===== src/rtl/timer_scheduler.sv =====
// Purpose: shares one memory-mapped period timer between N_CH requesters using round-robin arbitration.
// Latency: req in IDLE -> timer load write 2 cycles; END seen in RUN -> done pulse 2 cycles; period 0 -> done 2 cycles after req.
// Backpressure: requests are level-held and wait while busy; a withdrawn request aborts the service with a clear write.
module timer_scheduler #(
    parameter int          N_CH    = 4,
    parameter int          CH_W    = 2,
    parameter logic [31:0] TIMEOUT = 32'd400_000_000
) (
    input  logic                clk,
    input  logic                rst,
    input  logic [N_CH-1:0]     req,
    input  logic [4*N_CH-1:0]   period_in,
    output logic [N_CH-1:0]     done,
    output logic [N_CH-1:0]     err,
    output logic                busy,
    output logic [CH_W-1:0]     cur_ch,
    output logic                timer_we,
    output logic [31:0]         timer_wdata,
    input  logic [31:0]         timer_rdata
);

    typedef enum logic [2:0] {
        S_IDLE,
        S_ARB,
        S_LOAD,
        S_SETTLE,
        S_RUN,
        S_CLEAR,
        S_DONE
    } state_t;

    // How the current service ended; decides which pulse DONE emits.
    typedef enum logic [1:0] {
        F_DONE,
        F_ERR,
        F_ABORT
    } flag_t;

    // Channel index arithmetic modulo N_CH (N_CH need not be a power of two).
    function automatic logic [CH_W-1:0] f_wrap(input int v);
        int m;
        m = v % N_CH;
        return m[CH_W-1:0];
    endfunction

    state_t             r_state;
    logic [CH_W-1:0]    r_cur_ch;
    logic [3:0]         r_period;
    flag_t              r_flag;
    logic [CH_W-1:0]    r_ptr;
    logic [31:0]        r_wdog;
    logic [N_CH-1:0]    r_done;
    logic [N_CH-1:0]    r_err;
    logic               r_busy;
    logic               r_we;
    logic [31:0]        r_wdata;

    state_t             w_state_nxt;
    logic [CH_W-1:0]    w_cur_ch_nxt;
    logic [3:0]         w_period_nxt;
    flag_t              w_flag_nxt;
    logic [CH_W-1:0]    w_ptr_nxt;
    logic [31:0]        w_wdog_nxt;
    logic [N_CH-1:0]    w_done_nxt;
    logic [N_CH-1:0]    w_err_nxt;
    logic               w_busy_nxt;
    logic               w_we_nxt;
    logic [31:0]        w_wdata_nxt;

    logic [CH_W-1:0]    w_win;
    logic               w_win_vld;
    logic [3:0]         w_win_period;
    logic               w_wdog_hit;
    logic               w_end;
    logic               w_unused_rdata;

    // Only END is meaningful here; the period field read back is not needed.
    assign w_end          = timer_rdata[4];
    assign w_unused_rdata = ^{timer_rdata[31:5], timer_rdata[3:0]};

    // A zero TIMEOUT turns the watchdog off entirely.
    assign w_wdog_hit = (TIMEOUT != 32'd0) && (r_wdog == (TIMEOUT - 32'd1));

    // Round-robin search: first requesting channel at or after the pointer, wrapping.
    always_comb begin
        w_win     = '0;
        w_win_vld = 1'b0;
        for (int i = 0; i < N_CH; i++) begin
            if (!w_win_vld && req[f_wrap(int'(r_ptr) + i)]) begin
                w_win_vld = 1'b1;
                w_win     = f_wrap(int'(r_ptr) + i);
            end
        end
    end

    assign w_win_period = period_in[4*int'(w_win) +: 4];

    // Next-state and next-value logic for the service sequence.
    always_comb begin
        w_state_nxt  = r_state;
        w_cur_ch_nxt = r_cur_ch;
        w_period_nxt = r_period;
        w_flag_nxt   = r_flag;
        w_ptr_nxt    = r_ptr;
        w_wdog_nxt   = r_wdog;
        case (r_state)
            S_IDLE: begin
                if (|req) begin
                    w_state_nxt = S_ARB;
                end
            end
            S_ARB: begin
                if (!w_win_vld) begin
                    // Everyone withdrew between IDLE and ARB.
                    w_state_nxt = S_IDLE;
                end else begin
                    w_cur_ch_nxt = w_win;
                    w_period_nxt = w_win_period;
                    if (w_win_period == 4'd0) begin
                        // Zero delay: complete without touching the timer.
                        w_flag_nxt  = F_DONE;
                        w_state_nxt = S_DONE;
                    end else begin
                        w_state_nxt = S_LOAD;
                    end
                end
            end
            S_LOAD: begin
                w_state_nxt = S_SETTLE;
            end
            S_SETTLE: begin
                // Skip one cycle so an END left over from the old value is never seen.
                w_wdog_nxt  = 32'd0;
                w_state_nxt = S_RUN;
            end
            S_RUN: begin
                w_wdog_nxt = r_wdog + 32'd1;
                if (!req[r_cur_ch]) begin
                    w_flag_nxt  = F_ABORT;
                    w_state_nxt = S_CLEAR;
                end else if (w_end) begin
                    w_flag_nxt  = F_DONE;
                    w_state_nxt = S_CLEAR;
                end else if (w_wdog_hit) begin
                    w_flag_nxt  = F_ERR;
                    w_state_nxt = S_CLEAR;
                end
            end
            S_CLEAR: begin
                w_state_nxt = S_DONE;
            end
            S_DONE: begin
                w_ptr_nxt   = f_wrap(int'(r_cur_ch) + 1);
                w_state_nxt = S_IDLE;
            end
            default: begin
                w_state_nxt = S_IDLE;
            end
        endcase
    end

    // Output values for the state being entered, so every output is a flop.
    always_comb begin
        w_done_nxt  = '0;
        w_err_nxt   = '0;
        w_busy_nxt  = (w_state_nxt != S_IDLE);
        w_we_nxt    = (w_state_nxt == S_LOAD) || (w_state_nxt == S_CLEAR);
        w_wdata_nxt = 32'd0;
        if (w_state_nxt == S_LOAD) begin
            w_wdata_nxt = {27'b0, 1'b0, w_period_nxt};
        end
        if (w_state_nxt == S_DONE) begin
            if (w_flag_nxt == F_DONE) begin
                w_done_nxt[w_cur_ch_nxt] = 1'b1;
            end else if (w_flag_nxt == F_ERR) begin
                w_err_nxt[w_cur_ch_nxt] = 1'b1;
            end
        end
    end

    // State and output registers; reset abandons any service without a clear write.
    always_ff @(posedge clk) begin
        if (rst) begin
            r_state  <= S_IDLE;
            r_cur_ch <= '0;
            r_period <= 4'd0;
            r_flag   <= F_DONE;
            r_ptr    <= '0;
            r_wdog   <= 32'd0;
            r_done   <= '0;
            r_err    <= '0;
            r_busy   <= 1'b0;
            r_we     <= 1'b0;
            r_wdata  <= 32'd0;
        end else begin
            r_state  <= w_state_nxt;
            r_cur_ch <= w_cur_ch_nxt;
            r_period <= w_period_nxt;
            r_flag   <= w_flag_nxt;
            r_ptr    <= w_ptr_nxt;
            r_wdog   <= w_wdog_nxt;
            r_done   <= w_done_nxt;
            r_err    <= w_err_nxt;
            r_busy   <= w_busy_nxt;
            r_we     <= w_we_nxt;
            r_wdata  <= w_wdata_nxt;
        end
    end

    assign done        = r_done;
    assign err         = r_err;
    assign busy        = r_busy;
    assign cur_ch      = r_cur_ch;
    assign timer_we    = r_we;
    assign timer_wdata = r_wdata;

endmodule


===== config.mk =====
export PLATFORM = sky130hd
export DESIGN_NAME = timer_scheduler
export DESIGN_NICKNAME = d
export VERILOG_FILES = /design/src/rtl/timer_scheduler.sv
export SDC_FILE = /design/constraint.sdc
export NUM_CORES = 1
export LEC_CHECK = 0
export CELL_PAD_IN_SITES_DETAIL_PLACEMENT = 0
export CELL_PAD_IN_SITES_GLOBAL_PLACEMENT = 2
export CORE_ASPECT_RATIO = 0.8
export CORE_UTILIZATION = 37
export CTS_BUF_LIST = sky130_fd_sc_hd__clkbuf_2 sky130_fd_sc_hd__clkbuf_4 sky130_fd_sc_hd__clkbuf_8
export DETAILED_ROUTE_END_ITERATION = 10
export DONT_BUFFER_PORTS = 1
export PLACE_DENSITY = 0.8
export SETUP_SLACK_MARGIN = 0.4
export SLEW_MARGIN = 20
export SYNTH_ARGS = -nofsm -noshare
export SYNTH_HDL_FRONTEND = slang
export SYNTH_SLANG_ARGS = --single-unit
export TNS_END_PERCENT = 10

===== constraint.sdc =====
create_clock -name clk -period 2.6 [get_ports clk]
set_input_delay 0.52 -clock clk [delete_from_list [all_inputs] [get_ports clk]]
set_output_delay 0.52 -clock clk [all_outputs]
set_load 0.01 [all_outputs]

==> qor.txt <==
Hold_buf cts - 0
Final hold vios - 0
Post-layout util - 44.5%
Fin Setup TNS - 0 ns
Synth warn - 0
Initial antenna violation count - 0
NumNets Final - 440
Slowest-stage cell, CP - o31ai_4
CP Data Arrival Time - 2.39 ns
Clock sinks - 59
Buffers added on ports - 0
Die Span X - 105 µm
# DRC - 0
Element type at the critical path end - flop
Delay-heaviest family, CP - compound AO/OA/AOI/OAI gates
Area delta synth->final - 15.3%
Clock buffer depth - 2
Max Slew Vio Count - 0
Sequential share of the synthesized area - 38.0%
Total core area - 8060 µm²
Post-route minimum period - 2.18 ns
DR iter-0 viols - 89
Hold Crit Start - rst
RR Startpoint - r_ptr[1]$_SDFFE_PP0N_
Num rows - 29
Total CTS buffers - 9
Post-Synthesis Cell Area - 3110 µm²
Vias post-DR - 2,532
Die Y - 84.0 µm
CTS tree - done
# IOs - 98
Main synth FF type - dfxtp_1
CP startpoint kind - flop
Fmax - 458 MHz
Vias per inst - 5.08
Initial Utilization - 38.6%
Worst path max stage delay - 0.44 ns
CP Buf/Inv Count - 1
Share of cells above drive strength 1 - 18.5%
Hold endpoint - r_ptr[0]$_SDFFE_PP0N_
Commonest non-fill, non-tap cell in the layout - dfxtp_1
Mean post-synth cell area - 8.36 µm²
H-tree Lvls - 3
Worst R2R End - done[1]$_SDFF_PP0_
Total GRT Usage - 16.5%
Hold Path Depth - 1
WL met1 - 3640 µm
Reg2reg setup slack - 0.42 ns
WL/cell - 14.0 µm
R2R depth - 8
ANT cells - 0
Max-Cap Viols - 0
GP Congestion - 0.761
Critical path type - flop to flop
Skew final - 0.0124 ns
Area of the die - 8780 µm²
Measured slew at the worst slew-check pin - 0.628 ns
Drt pass-1 iters - 4
Rel. slew slack - 58.1%
Post-route ant nets - 0
Uppermost layer routed - met4
Status - completed
Leakage - 0.00128 µW
Crit path required time - 2.81 ns
Worst setup startpoint - r_ptr[1]$_SDFFE_PP0N_
Final setup fails - 0
Commonest non-fill, non-tap cells in the layout - 55 x dfxtp_1, 52 x nor2_1, 35 x nand2_1
Fraction of registers with async set/reset - 0%
EDFF count, synth - 0
Power Density - 596 nW/µm²
Largest net degree at the start of global routing - 47
Final hold slack - 0.240 ns
Placed wire-length estimate - 4690 µm
Worst Path Max Fanout - 6
Final Power - 2140 µW
Grt total ovfl - 0
DR WL met3 - 250 µm
Number of global-route vias before repair - 2,353
RSZ-0062 raised after global routing - true
Worst-Skew Late Latency - 0.34 ns
Clock slew at reported path FFs - 0.07 ns
Metal2 WL - 2980 µm
Synth Register Bits - 59
CP cell instances - mux2i_1 > o22ai_1 > nor2_2 > buf_4 > mux2_4 > and4_4 > o31ai_4 > nor4b_2
Max IR drop VDD - 0.000352 V
Final cycle utilization of the critical path - 83.9%
First-pass GRT wire length - 11,400 µm
Distinct cell type count after synthesis - 59
Mapped Cells - 372
Clock root buffer - clkbuf_8
Hold crit path type - primary input to flop
WL final - 6950 µm
-- where the power goes --
part | internal [µW] | switching [µW] | leakage (µW) | total (µW)
clock network | 601 | 373 | 0.000116 | 975
registers | 922 | 12.7 | 0.000479 | 935
logic | 85.8 | 144 | 0.000685 | 230
-- metrics by stage --
step	std cells	setup WS, ns	instance area [µm²]
6_report	498	0.418	3590
5_1_grt	498	0.295	3590
4_1_cts	495	0.398	3470
3_5_place_dp	477	0.250	3170
3_3_place_gp	477	0.248	3170
2_1_floorplan	399	0.402	3220
-- worst max path at each step --
| stage | endpoint | slack (ns) | depth (start not counted) |
|---|---|---|---|
| after detailed placement | err[3]$_SDFF_PP0_ | 0.25 | 8 |
| after floorplan | err[0]$_SDFF_PP0_ | 0.40 | 9 |
| final | done[1]$_SDFF_PP0_ | 0.42 | 8 |
| after global placement | err[3]$_SDFF_PP0_ | 0.25 | 7 |
| after global routing | done[2]$_SDFF_PP0_ | 0.30 | 9 |
| after CTS | err[3]$_SDFF_PP0_ | 0.40 | 9 |
-- flip-flops by register name, indices dropped and copies added (netlist names) --
| register | cells |
|---|---|
| r_wdog | 32 |
| done | 4 |
| err | 4 |
| r_period | 4 |
| timer_wdata | 4 |
| r_state | 3 |
| cur_ch | 2 |
| r_flag | 2 |
| r_ptr | 2 |
| busy | 1 |
| timer_we | 1 |
-- synthesized netlist by cell type, types with 5 or more instances --
cell type  number  area, µm²
nor2_1         53        199
and3_1          5       31.3
o21a_1          8       60.1
a21oi_1        24        120
mux2_1          6       67.6
dfxtp_1        59       1180
nand2_1        35        131
nand4_1         7       43.8
mux2_2          5       56.3
nor4_1          6       37.5
nand3_1        26        130
nor4b_1         6       52.6
mux2i_1        11        110
o21ai_0         6       30.0
o211ai_1        5       37.5
clkbuf_1       13       48.8
buf_4          28        210
-- area by class of cell --
type / count / area, µm²
Clock inverter: 4 / 72.6
Sequential cell: 59 / 1190
Multi-Input combinational cell: 294 / 1890
Clock buffer: 12 / 159
Inverter: 4 / 15.0
Fill cell: 809 / 4470
Timing Repair Buffer: 17 / 128
Tap cell: 108 / 135
-- metal layers --
layer	GRT usage [%]	vias to the layer above
met5	0	-
met3	4.76	8
li1	-	1295
met1	23.2	1172
met4	5.45	0
met2	24.1	57
-- cells by family after synthesis --
logic type	count (synthesis)	synth area share [%]
buffers and inverters	47	9.33
XOR/XNOR	2	0.563
adder cells (fa/ha/maj)	1	0.402
other	1	0.121
AND/OR/NAND/NOR	172	29.0
flip-flops	59	38.0
AO/OA/AOI/OAI	67	14.4
multiplexers	23	8.24
-- repair_timing --
action,4_1_cts,5_1_grt
gates cloned,0,1
pin swaps,5,4
resized for setup,14,15
setup endpoints to repair,10,16
buffers inserted,2,2
Power figures use the tool's default switching activity.
